**src/rtl/if_hazard_ctrl_if.sv**
```systemverilog
// Signal bundle between the IF-stage hazard controller and the pipeline:
// EX/ID hazard inputs, the fetch handshake, PC/IF-ID controls and event counters.
interface if_hazard_ctrl_if #(
    parameter int CNT_W = 32
);
    logic             ex_redirect;
    logic [31:0]      ex_target;
    logic             ex_mem_read;
    logic [4:0]       ex_rd;
    logic [4:0]       id_rs1;
    logic [4:0]       id_rs2;
    logic             id_rs1_used;
    logic             id_rs2_used;
    logic             imem_ready;
    logic             pcop;
    logic [31:0]      npc_out;
    logic             pc_we;
    logic             ifid_we;
    logic             ifid_flush;
    logic             idex_flush;
    logic [CNT_W-1:0] stall_cnt;
    logic [CNT_W-1:0] flush_cnt;

    modport master (
        output ex_redirect, ex_target, ex_mem_read, ex_rd,
        output id_rs1, id_rs2, id_rs1_used, id_rs2_used, imem_ready,
        input  pcop, npc_out, pc_we, ifid_we, ifid_flush, idex_flush,
        input  stall_cnt, flush_cnt
    );

    modport slave (
        input  ex_redirect, ex_target, ex_mem_read, ex_rd,
        input  id_rs1, id_rs2, id_rs1_used, id_rs2_used, imem_ready,
        output pcop, npc_out, pc_we, ifid_we, ifid_flush, idex_flush,
        output stall_cnt, flush_cnt
    );
endinterface

```
**src/rtl/if_hazard_ctrl.sv**
```systemverilog
// Front-end sequencer for the pipelined RV32 core: PC select/enable, IF/ID write and
// IF/ID, ID/EX flush control for EX redirects, load-use stalls and imem wait states.
module if_hazard_ctrl #(
    parameter int LOAD_STALL_CYCLES = 1,
    parameter int CNT_W             = 32
) (
    input  logic            clk,
    input  logic            rst,
    if_hazard_ctrl_if.slave bus
);
    localparam int LW = $clog2(LOAD_STALL_CYCLES + 1);

    typedef enum logic [1:0] {
        RUN        = 2'd0,
        LOAD_STALL = 2'd1,
        REDIR_PEND = 2'd2
    } state_t;

    state_t           state_r;
    state_t           state_nxt_s;
    logic [31:0]      tgt_r;
    logic [31:0]      tgt_nxt_s;
    logic [LW-1:0]    lcnt_r;
    logic [LW-1:0]    lcnt_nxt_s;
    logic [CNT_W-1:0] stall_cnt_r;
    logic [CNT_W-1:0] flush_cnt_r;
    logic             hazard_s;
    logic             pcop_s;
    logic [31:0]      npc_s;
    logic             pc_we_s;
    logic             ifid_we_s;
    logic             ifid_flush_s;
    logic             idex_flush_s;

    function automatic logic load_use(
        input logic       mem_read,
        input logic [4:0] rd,
        input logic [4:0] rs1,
        input logic [4:0] rs2,
        input logic       rs1_used,
        input logic       rs2_used
    );
        return mem_read && (rd != 5'd0) &&
               ((rs1_used && (rs1 == rd)) || (rs2_used && (rs2 == rd)));
    endfunction

    // Counters stick at all-ones instead of wrapping so long runs stay monotonic.
    function automatic logic [CNT_W-1:0] sat_inc(
        input logic [CNT_W-1:0] v,
        input logic             en
    );
        logic [CNT_W-1:0] r;
        if (en && (v != {CNT_W{1'b1}})) begin
            r = v + CNT_W'(1);
        end else begin
            r = v;
        end
        return r;
    endfunction

    assign hazard_s = load_use(bus.ex_mem_read, bus.ex_rd, bus.id_rs1, bus.id_rs2,
                               bus.id_rs1_used, bus.id_rs2_used);

    // State, pending redirect target and bubble counter registers.
    always_ff @(posedge clk) begin
        if (rst) begin
            state_r <= RUN;
            tgt_r   <= 32'd0;
            lcnt_r  <= {LW{1'b0}};
        end else begin
            state_r <= state_nxt_s;
            tgt_r   <= tgt_nxt_s;
            lcnt_r  <= lcnt_nxt_s;
        end
    end

    // Next-state selection; a new redirect overrides every older condition.
    always_comb begin
        state_nxt_s = state_r;
        tgt_nxt_s   = tgt_r;
        lcnt_nxt_s  = lcnt_r;
        if (bus.ex_redirect) begin
            lcnt_nxt_s = {LW{1'b0}};
            if (bus.imem_ready) begin
                state_nxt_s = RUN;
            end else begin
                state_nxt_s = REDIR_PEND;
                tgt_nxt_s   = bus.ex_target;
            end
        end else begin
            case (state_r)
                REDIR_PEND: begin
                    if (bus.imem_ready) begin
                        state_nxt_s = RUN;
                    end else begin
                        state_nxt_s = REDIR_PEND;
                    end
                end
                LOAD_STALL: begin
                    lcnt_nxt_s = lcnt_r - LW'(1);
                    if (lcnt_r == LW'(1)) begin
                        state_nxt_s = RUN;
                    end else begin
                        state_nxt_s = LOAD_STALL;
                    end
                end
                RUN: begin
                    if (hazard_s) begin
                        lcnt_nxt_s  = LW'(LOAD_STALL_CYCLES - 1);
                        state_nxt_s = (LOAD_STALL_CYCLES > 1) ? LOAD_STALL : RUN;
                    end else begin
                        state_nxt_s = RUN;
                    end
                end
                default: begin
                    state_nxt_s = RUN;
                end
            endcase
        end
    end

    // Pipeline control outputs, decoded from state and the current-cycle inputs.
    always_comb begin
        pcop_s       = 1'b0;
        npc_s        = tgt_r;
        pc_we_s      = 1'b0;
        ifid_we_s    = 1'b0;
        ifid_flush_s = 1'b0;
        idex_flush_s = 1'b0;
        if (rst) begin
            ifid_flush_s = 1'b1;
            idex_flush_s = 1'b1;
        end else if (bus.ex_redirect) begin
            pcop_s       = 1'b1;
            npc_s        = bus.ex_target;
            pc_we_s      = bus.imem_ready;
            ifid_we_s    = 1'b1;
            ifid_flush_s = 1'b1;
            idex_flush_s = 1'b1;
        end else begin
            case (state_r)
                REDIR_PEND: begin
                    pcop_s       = 1'b1;
                    pc_we_s      = bus.imem_ready;
                    ifid_we_s    = 1'b1;
                    ifid_flush_s = 1'b1;
                end
                LOAD_STALL: begin
                    idex_flush_s = 1'b1;
                end
                RUN: begin
                    // A load-use hazard holds the ID instruction even during an imem wait.
                    if (hazard_s) begin
                        idex_flush_s = 1'b1;
                    end else if (!bus.imem_ready) begin
                        ifid_we_s    = 1'b1;
                        ifid_flush_s = 1'b1;
                    end else begin
                        pc_we_s   = 1'b1;
                        ifid_we_s = 1'b1;
                    end
                end
                default: begin
                    idex_flush_s = 1'b1;
                    ifid_flush_s = 1'b1;
                end
            endcase
        end
    end

    // Saturating stall (pc_we low) and accepted-redirect counters.
    always_ff @(posedge clk) begin
        if (rst) begin
            stall_cnt_r <= {CNT_W{1'b0}};
            flush_cnt_r <= {CNT_W{1'b0}};
        end else begin
            stall_cnt_r <= sat_inc(stall_cnt_r, !pc_we_s);
            flush_cnt_r <= sat_inc(flush_cnt_r, bus.ex_redirect);
        end
    end

    assign bus.pcop       = pcop_s;
    assign bus.npc_out    = npc_s;
    assign bus.pc_we      = pc_we_s;
    assign bus.ifid_we    = ifid_we_s;
    assign bus.ifid_flush = ifid_flush_s;
    assign bus.idex_flush = idex_flush_s;
    assign bus.stall_cnt  = stall_cnt_r;
    assign bus.flush_cnt  = flush_cnt_r;
endmodule

```
**src/flat_wrapper.sv**
```systemverilog
// flat-port wrapper written by rule: the top's interface ports become plain ports
module if_hazard_ctrl_flat 
#(
    parameter int LOAD_STALL_CYCLES = 1,
    parameter int CNT_W             = 32
)
  (clk, rst, bus_ex_redirect, bus_ex_target, bus_ex_mem_read, bus_ex_rd, bus_id_rs1, bus_id_rs2, bus_id_rs1_used, bus_id_rs2_used, bus_imem_ready, bus_pcop, bus_npc_out, bus_pc_we, bus_ifid_we, bus_ifid_flush, bus_idex_flush, bus_stall_cnt, bus_flush_cnt);
  if_hazard_ctrl_if #(.CNT_W(CNT_W)) bus_i ();
  input  logic clk;
  input  logic rst;
  input wire logic [$bits(bus_i.ex_redirect)-1:0] bus_ex_redirect;
  input wire logic [$bits(bus_i.ex_target)-1:0] bus_ex_target;
  input wire logic [$bits(bus_i.ex_mem_read)-1:0] bus_ex_mem_read;
  input wire logic [$bits(bus_i.ex_rd)-1:0] bus_ex_rd;
  input wire logic [$bits(bus_i.id_rs1)-1:0] bus_id_rs1;
  input wire logic [$bits(bus_i.id_rs2)-1:0] bus_id_rs2;
  input wire logic [$bits(bus_i.id_rs1_used)-1:0] bus_id_rs1_used;
  input wire logic [$bits(bus_i.id_rs2_used)-1:0] bus_id_rs2_used;
  input wire logic [$bits(bus_i.imem_ready)-1:0] bus_imem_ready;
  output wire logic [$bits(bus_i.pcop)-1:0] bus_pcop;
  output wire logic [$bits(bus_i.npc_out)-1:0] bus_npc_out;
  output wire logic [$bits(bus_i.pc_we)-1:0] bus_pc_we;
  output wire logic [$bits(bus_i.ifid_we)-1:0] bus_ifid_we;
  output wire logic [$bits(bus_i.ifid_flush)-1:0] bus_ifid_flush;
  output wire logic [$bits(bus_i.idex_flush)-1:0] bus_idex_flush;
  output wire logic [$bits(bus_i.stall_cnt)-1:0] bus_stall_cnt;
  output wire logic [$bits(bus_i.flush_cnt)-1:0] bus_flush_cnt;
  assign bus_i.ex_redirect = bus_ex_redirect;
  assign bus_i.ex_target = bus_ex_target;
  assign bus_i.ex_mem_read = bus_ex_mem_read;
  assign bus_i.ex_rd = bus_ex_rd;
  assign bus_i.id_rs1 = bus_id_rs1;
  assign bus_i.id_rs2 = bus_id_rs2;
  assign bus_i.id_rs1_used = bus_id_rs1_used;
  assign bus_i.id_rs2_used = bus_id_rs2_used;
  assign bus_i.imem_ready = bus_imem_ready;
  assign bus_pcop = bus_i.pcop;
  assign bus_npc_out = bus_i.npc_out;
  assign bus_pc_we = bus_i.pc_we;
  assign bus_ifid_we = bus_i.ifid_we;
  assign bus_ifid_flush = bus_i.ifid_flush;
  assign bus_idex_flush = bus_i.idex_flush;
  assign bus_stall_cnt = bus_i.stall_cnt;
  assign bus_flush_cnt = bus_i.flush_cnt;
  if_hazard_ctrl #(.LOAD_STALL_CYCLES(LOAD_STALL_CYCLES), .CNT_W(CNT_W)) u_core (.clk(clk), .rst(rst), .bus(bus_i));
endmodule
```
**config.mk**
```make
export PLATFORM = sky130hd
export DESIGN_NAME = if_hazard_ctrl_flat
export DESIGN_NICKNAME = d
export VERILOG_FILES = /design/src/rtl/if_hazard_ctrl_if.sv /design/src/rtl/if_hazard_ctrl.sv /design/src/flat_wrapper.sv
export SDC_FILE = /design/constraint.sdc
export NUM_CORES = 1
export LEC_CHECK = 0
export ABC_AREA = 1
export CAP_MARGIN = 20
export CORE_MARGIN = 2
export CORE_UTILIZATION = 54
export DETAILED_ROUTE_END_ITERATION = 8
export PLACE_DENSITY_LB_ADDON = 0.08
export SLEW_MARGIN = 0
export SYNTH_ARGS = -nofsm -noshare
export SYNTH_HDL_FRONTEND = slang
export SYNTH_SLANG_ARGS = --single-unit
```
**constraint.sdc**
```tcl
create_clock -name clk -period 4.43 [get_ports clk]
set_input_delay 1.329 -clock clk [delete_from_list [all_inputs] [get_ports clk]]
set_output_delay 1.329 -clock clk [all_outputs]
set_load 0.1 [all_outputs]
```
After elaboration in Yosys (flattened, before gate mapping)
Index checks and enable logic that the tools add are counted.
Widths: inputs -> output; s select.

operators by class
  add/subtract/negate cells = 3
  equality and inequality tests = 7
  bitwise operators = 1
  muxes and demuxes = 29
  reduce and logical (&&, ||, !) cells = 14

operators with widths
  kind                   number
  $add 32x1->32 const B  2
  $mux 32                2
  $ne 32x32->1 const B   2
  $mux 1                 19
  $eq 5x5->1             2
  $pmux 1 s2             5
  $logic_and 1x1->1      6
  $reduce_bool 5->1      1
  $mux 2                 2
  $pmux 2 s2             1
  $reduce_and 2->1       2
  $eq 2x1->1 const B     1
  $eq 2x2->1 const B     1
  $logic_not 2->1        1
  $ne 2x1->1 const B     1
  $reduce_bool 2->1      1
  $reduce_or 2->1        1
  $logic_not 1->1        1
  $logic_or 1x1->1       1
  $not 1->1              1
  $sub 1x1->1 const B    1

storage, ports and cells
  word-level logic and storage cells = 59
  bits in registers = 99
  bits of input ports = 54
  output and inout port bits = 101

Longest topological paths before layout
  depth in word-level cells = 10
  gate-level depth with buffers = 14
  mapped depth without buffers = 14

Worst setup path before layout
OpenSTA, ideal clock, no wires.

  kind = input-to-output
  start = input bus_ex_rd[2]
  end = output bus_ifid_flush
  data required time = 3101 ps
  path buffers = 0
  path slack = -822 ps
  stages on the path = 7
  data arrival time = 3923 ps
  cells stage by stage = inv_1 nand4_1 o21ai_0 inv_1 nand2_1 a21oi_1 o21ai_0

between the ends
  word-level cells in the longest chain between the ends = 8
  elaborated cells on any way between the ends = 12
  those cells by class = eq/ne (2); mux (4); reduce/logical (6)

RTL lines
  element                line                   source
  start: declaration     flat_wrapper.sv:14     input wire logic [$bits(bus_i.ex_rd)-1:0] bus_ex_rd;
  $eq 5x5->1             if_hazard_ctrl.sv:44   ((rs1_used && (rs1 == rd)) || (rs2_used && (rs2 == rd)));
  $logic_and 1x1->1      if_hazard_ctrl.sv:44
  $logic_or 1x1->1       if_hazard_ctrl.sv:44
  $logic_and 1x1->1 (*)  if_hazard_ctrl.sv:43   return mem_read && (rd != 5'd0) &&
  $mux 1 (*)             if_hazard_ctrl.sv:153  if (hazard_s) begin
  $pmux 1 s2 (*)         if_hazard_ctrl.sv:141  case (state_r)
  $mux 1 (*)             if_hazard_ctrl.sv:133  end else if (bus.ex_redirect) begin
  $mux 1 (*)             if_hazard_ctrl.sv:130  if (rst) begin
  end: declaration       flat_wrapper.sv:24     output wire logic [$bits(bus_i.ifid_flush)-1:0] bus_ifid_flush;

Every way passes the cells marked *; elsewhere a longest branch is shown, timed or not.

Final worst setup path
  start = input bus_ex_rd[2]
  end = output bus_idex_flush

between the ends
  word-level cells in the longest chain between the ends = 8
  elaborated cells on any way between the ends = 12
  those cells by class = eq/ne (2); mux (4); reduce/logical (6)

RTL lines
  element                line                   source
  $eq 5x5->1             if_hazard_ctrl.sv:44
  $logic_and 1x1->1      if_hazard_ctrl.sv:44
  $logic_or 1x1->1       if_hazard_ctrl.sv:44
  $logic_and 1x1->1 (*)  if_hazard_ctrl.sv:43
  $mux 1 (*)             if_hazard_ctrl.sv:153
  $pmux 1 s2 (*)         if_hazard_ctrl.sv:141
  $mux 1 (*)             if_hazard_ctrl.sv:133
  $mux 1 (*)             if_hazard_ctrl.sv:130
  end: declaration       flat_wrapper.sv:25     output wire logic [$bits(bus_i.idex_flush)-1:0] bus_idex_flush;

Marked as above.

==> reports/metrics.json <==
{
  "routed_via_density": 5.31,
  "worst_r2r_endpoint": "u_core.bus.stall_cnt[16]",
  "clock_tree.buffer_depth": 2,
  "count_of_cells_along_the_worst_register_to_register_path": 11,
  "worst_clock_skew_ns": 0.00739,
  "critical_path.endpoint_type": "output pin",
  "core_area_um2": 10900,
  "crit_path_start": "bus_ex_rd[2]",
  "postSynthRegisterBits": 99,
  "synthCells": 865,
  "timing.critical_path.from_type": "input port",
  "asyncSetResetFlopFracSynth_pct": 0,
  "clock_latency_ns": 0.38,
  "wl_per_cell_um": 14.0,
  "critPathMaxFanout": 4,
  "nNetsFinal": 1062,
  "fp.dieArea_um2": 12000,
  "die_h_um": 110,
  "grt-ovfl-total": 0,
  "number_of_enable_type_register_cells_in_the_synthesized_netlist": 0,
  "combPwrFrac_pct": 27.5,
  "hold-worst-slack_ns": 0.460,
  "final_common_cell": "nand2_1",
  "synth_area_per_cell_um2": 6.97,
  "power.net_switching_uw": 715,
  "fill_cells": 870,
  "std_cell_rows": 38,
  "power.sequential.fraction_pct": 43.5,
  "timing.max_slew.rel_slack_pct": 32.5,
  "p_int_uw": 1420,
  "final_hpwl_dp_mm": 11.7,
  "synth_top_flop_cell": "dfxtp_1",
  "final_period_minus_worst_setup_slack_ns": 4.23,
  "worst_setup_path_endpoint": "bus_idex_flush",
  "cts_tree": "yes",
  "power.share.switching_pct": 33.5,
  "ctsHtreeMaxLevel": 3,
  "synth.yosys.seq_area_share_pct": 32.9,
  "gr-usage-all-layers_pct": 27.0,
  "min-delay-path-class": "flip-flop to flip-flop",
  "min_period_over_period_pct": 95.6,
  "remaining_routing_drc_violations": 0,
  "r2r_startpoint": "u_core.bus.stall_cnt[0]",
  "number_of_drc_violations_after_detailed_routing_iteration_0": 474,
  "clkSlewWorstSetupHoldPaths_ns": 0.09,
  "cellLeakagePower_uw": 0.00308,
  "first_pass_grt_wire_length_mm": 25.8,
  "setup-violations-final": 0,
  "total_nets_after_synthesis": 924,
  "numClockSinks": 99,
  "synth.cell_area_um2": 6030,
  "numCtsBuffers": 9,
  "run_status": "complete, no violations",
  "rsz_0062_raised_after_global_routing": "no",
  "final_hold_viol_count": 0,
  "antenna_found_initial": 0,
  "final-max-slew-violation-count": 0,
  "layout.cells.most_common_list": "nand2_1, nor2_1, clkdlybuf4s50_1, dfxtp_1, inv_1",
  "drive_gt1_share_pct": 17.3,
  "fin_setup_tns_ns": 0,
  "r2r_slack_ns": 2.13,
  "io_buffer_count": 154,
  "grt_pass1_vias": 5421,
  "fmaxAchievable_ghz": 0.236,
  "clkPwrFrac_pct": 29.0,
  "flow.area_growth_from_synthesis_pct": 36.1,
  "timing.max_cap.violations": 0,
  "dieWidth_um": 110,
  "worst_ir_drop_vdd_mv": 0.261,
  "gpl_wtd_cong": 0.929,
  "worst_pin_slew_ns": 1.01,
  "pwr_density_nw_per_um2": 260,
  "setup.worst_path.class": "input port to output pin",
  "via_count": 6092,
  "totalWireLength_mm": 16.1,
  "worst_ep_arrival_time_ns": 2.90,
  "clock-root-buffer": "clkbuf_8",
  "effective_utilization_at_floorplan_pct": 55.4,
  "synthesis.yosys.warnings": 0,
  "netlist-cell-type-count": 39,
  "grt_max_degree": 51,
  "fin_total_pwr_uw": 2130,
  "antenna-diode-count": 0,
  "boundaryPins": 155,
  "timing.critical_path.required_ns": 3.10,
  "dr.pass1.iters": 6,
  "post_route_ant_nets": 0
}
==> through the flow <==
step,util [%],setup WS (ns),area [µm²],cells
2_1_floorplan,-,-0.0661,6040,865
3_5_place_dp,73.3,0.143,7980,1131
3_3_place_gp,73.3,0.198,7980,1131
4_1_cts,75.2,0.126,8180,1147
5_1_grt,75.4,0.0322,8210,1148
6_report,75.4,0.197,8210,1148
==> metal layers <==
metal,wire length [µm],track usage (%)
met3,1570,8.83
met5,0,0
met2,7260,41.1
met1,7030,36.5
met4,255,8.23
==> critical path, cell delays in order <==
cell             delay, ns
clkdlybuf4s50_1       0.49
inv_1                 0.08
nand2_1               0.07
nand2_1               0.05
nor2_1                0.10
nand3_1               0.08
nand2_1               0.06
nand2_1               0.08
o21ai_1               0.16
o21bai_1              0.19
buf_12                0.21
==> registers in the layout, indices dropped and copies added (netlist names) <==
signal	cells
u_core.state_r	2
u_core.bus.flush_cnt	32
u_core.tgt_r	32
u_core.bus.stall_cnt	32
u_core.lcnt_r	1
==> how the worst min path moves through the flow <==
stage,slack [ns],startpoint,cells after the start,to
after floorplan,0.42,u_core.lcnt_r,1,u_core.state_r[0]
after global placement,0.44,u_core.lcnt_r,1,u_core.state_r[0]
after detailed placement,0.45,u_core.lcnt_r,1,u_core.state_r[0]
after CTS,0.46,u_core.lcnt_r,1,u_core.state_r[0]
after global routing,0.49,u_core.lcnt_r,1,u_core.state_r[0]
final,0.46,u_core.lcnt_r,1,u_core.state_r[0]
==> power by group through the flow <==
| stage | clock (µW) | sequential, µW | combinational, µW |
|---|---|---|---|
| 2_1_floorplan | 0 | 972 | 345 |
| 3_3_place_gp | 0 | 947 | 580 |
| 3_5_place_dp | 0 | 947 | 584 |
| 4_1_cts | 629 | 927 | 585 |
| 5_1_grt | 664 | 931 | 613 |
| 6_report | 619 | 928 | 586 |
==> cell type report <==
class                           count  area, µm²  share of cell area, %
Multi-Input combinational cell    661       3590                   43.7
Timing Repair Buffer              161       1990                   24.3
Sequential cell                    99       1980                   24.1
Inverter                           71        267                   3.25
Tap cell                          140        175                   2.13
Clock buffer                       13        159                   1.94
Clock inverter                      3       46.3                  0.564
==> logic make-up (layout without fill, tap and decap cells) <==
family,after synthesis,in the layout,share of synthesized area (%)
and+or+nand+nor,472,472,35.3
AOI/OAI and AO/OA,113,113,11.4
adders and majority gates,5,5,1.04
muxes,32,32,5.97
DFF,99,99,32.9
xor gates and xnor gates,39,39,5.66
buffers and inverters,105,248,7.74
==> synthesized netlist by cell type, types with 2 or more instances <==
master	n	area share [%]
nor3_2	2	0.33
nand4_1	15	1.6
nand2_2	29	3.0
xor2_1	25	3.6
nand2_4	2	0.37
inv_1	65	4.0
buf_2	10	0.83
inv_2	5	0.31
nand3_1	51	4.2
clkbuf_1	18	1.1
nand2_1	178	11
a21oi_2	30	4.4
nor2_1	148	9.2
o21ai_1	3	0.25
nor2_2	5	0.52
nor3_1	29	2.4
nor2_4	3	0.56
a21oi_1	30	2.5
nor4_1	3	0.31
o21bai_1	2	0.25
ha_1	5	1.0
mux2_2	32	6.0
xnor2_1	14	2.0
buf_12	3	1.0
dfxtp_1	99	33
o21ai_0	46	3.8
==> repair_timing <==
action	in CTS	in global routing
setup endpoints to repair	0	1
hold endpoints to repair	0	0
resized for setup	0	1
hold buffers	0	0
setup buffers	0	0
No activity file was read; power rests on OpenSTA's default activity.
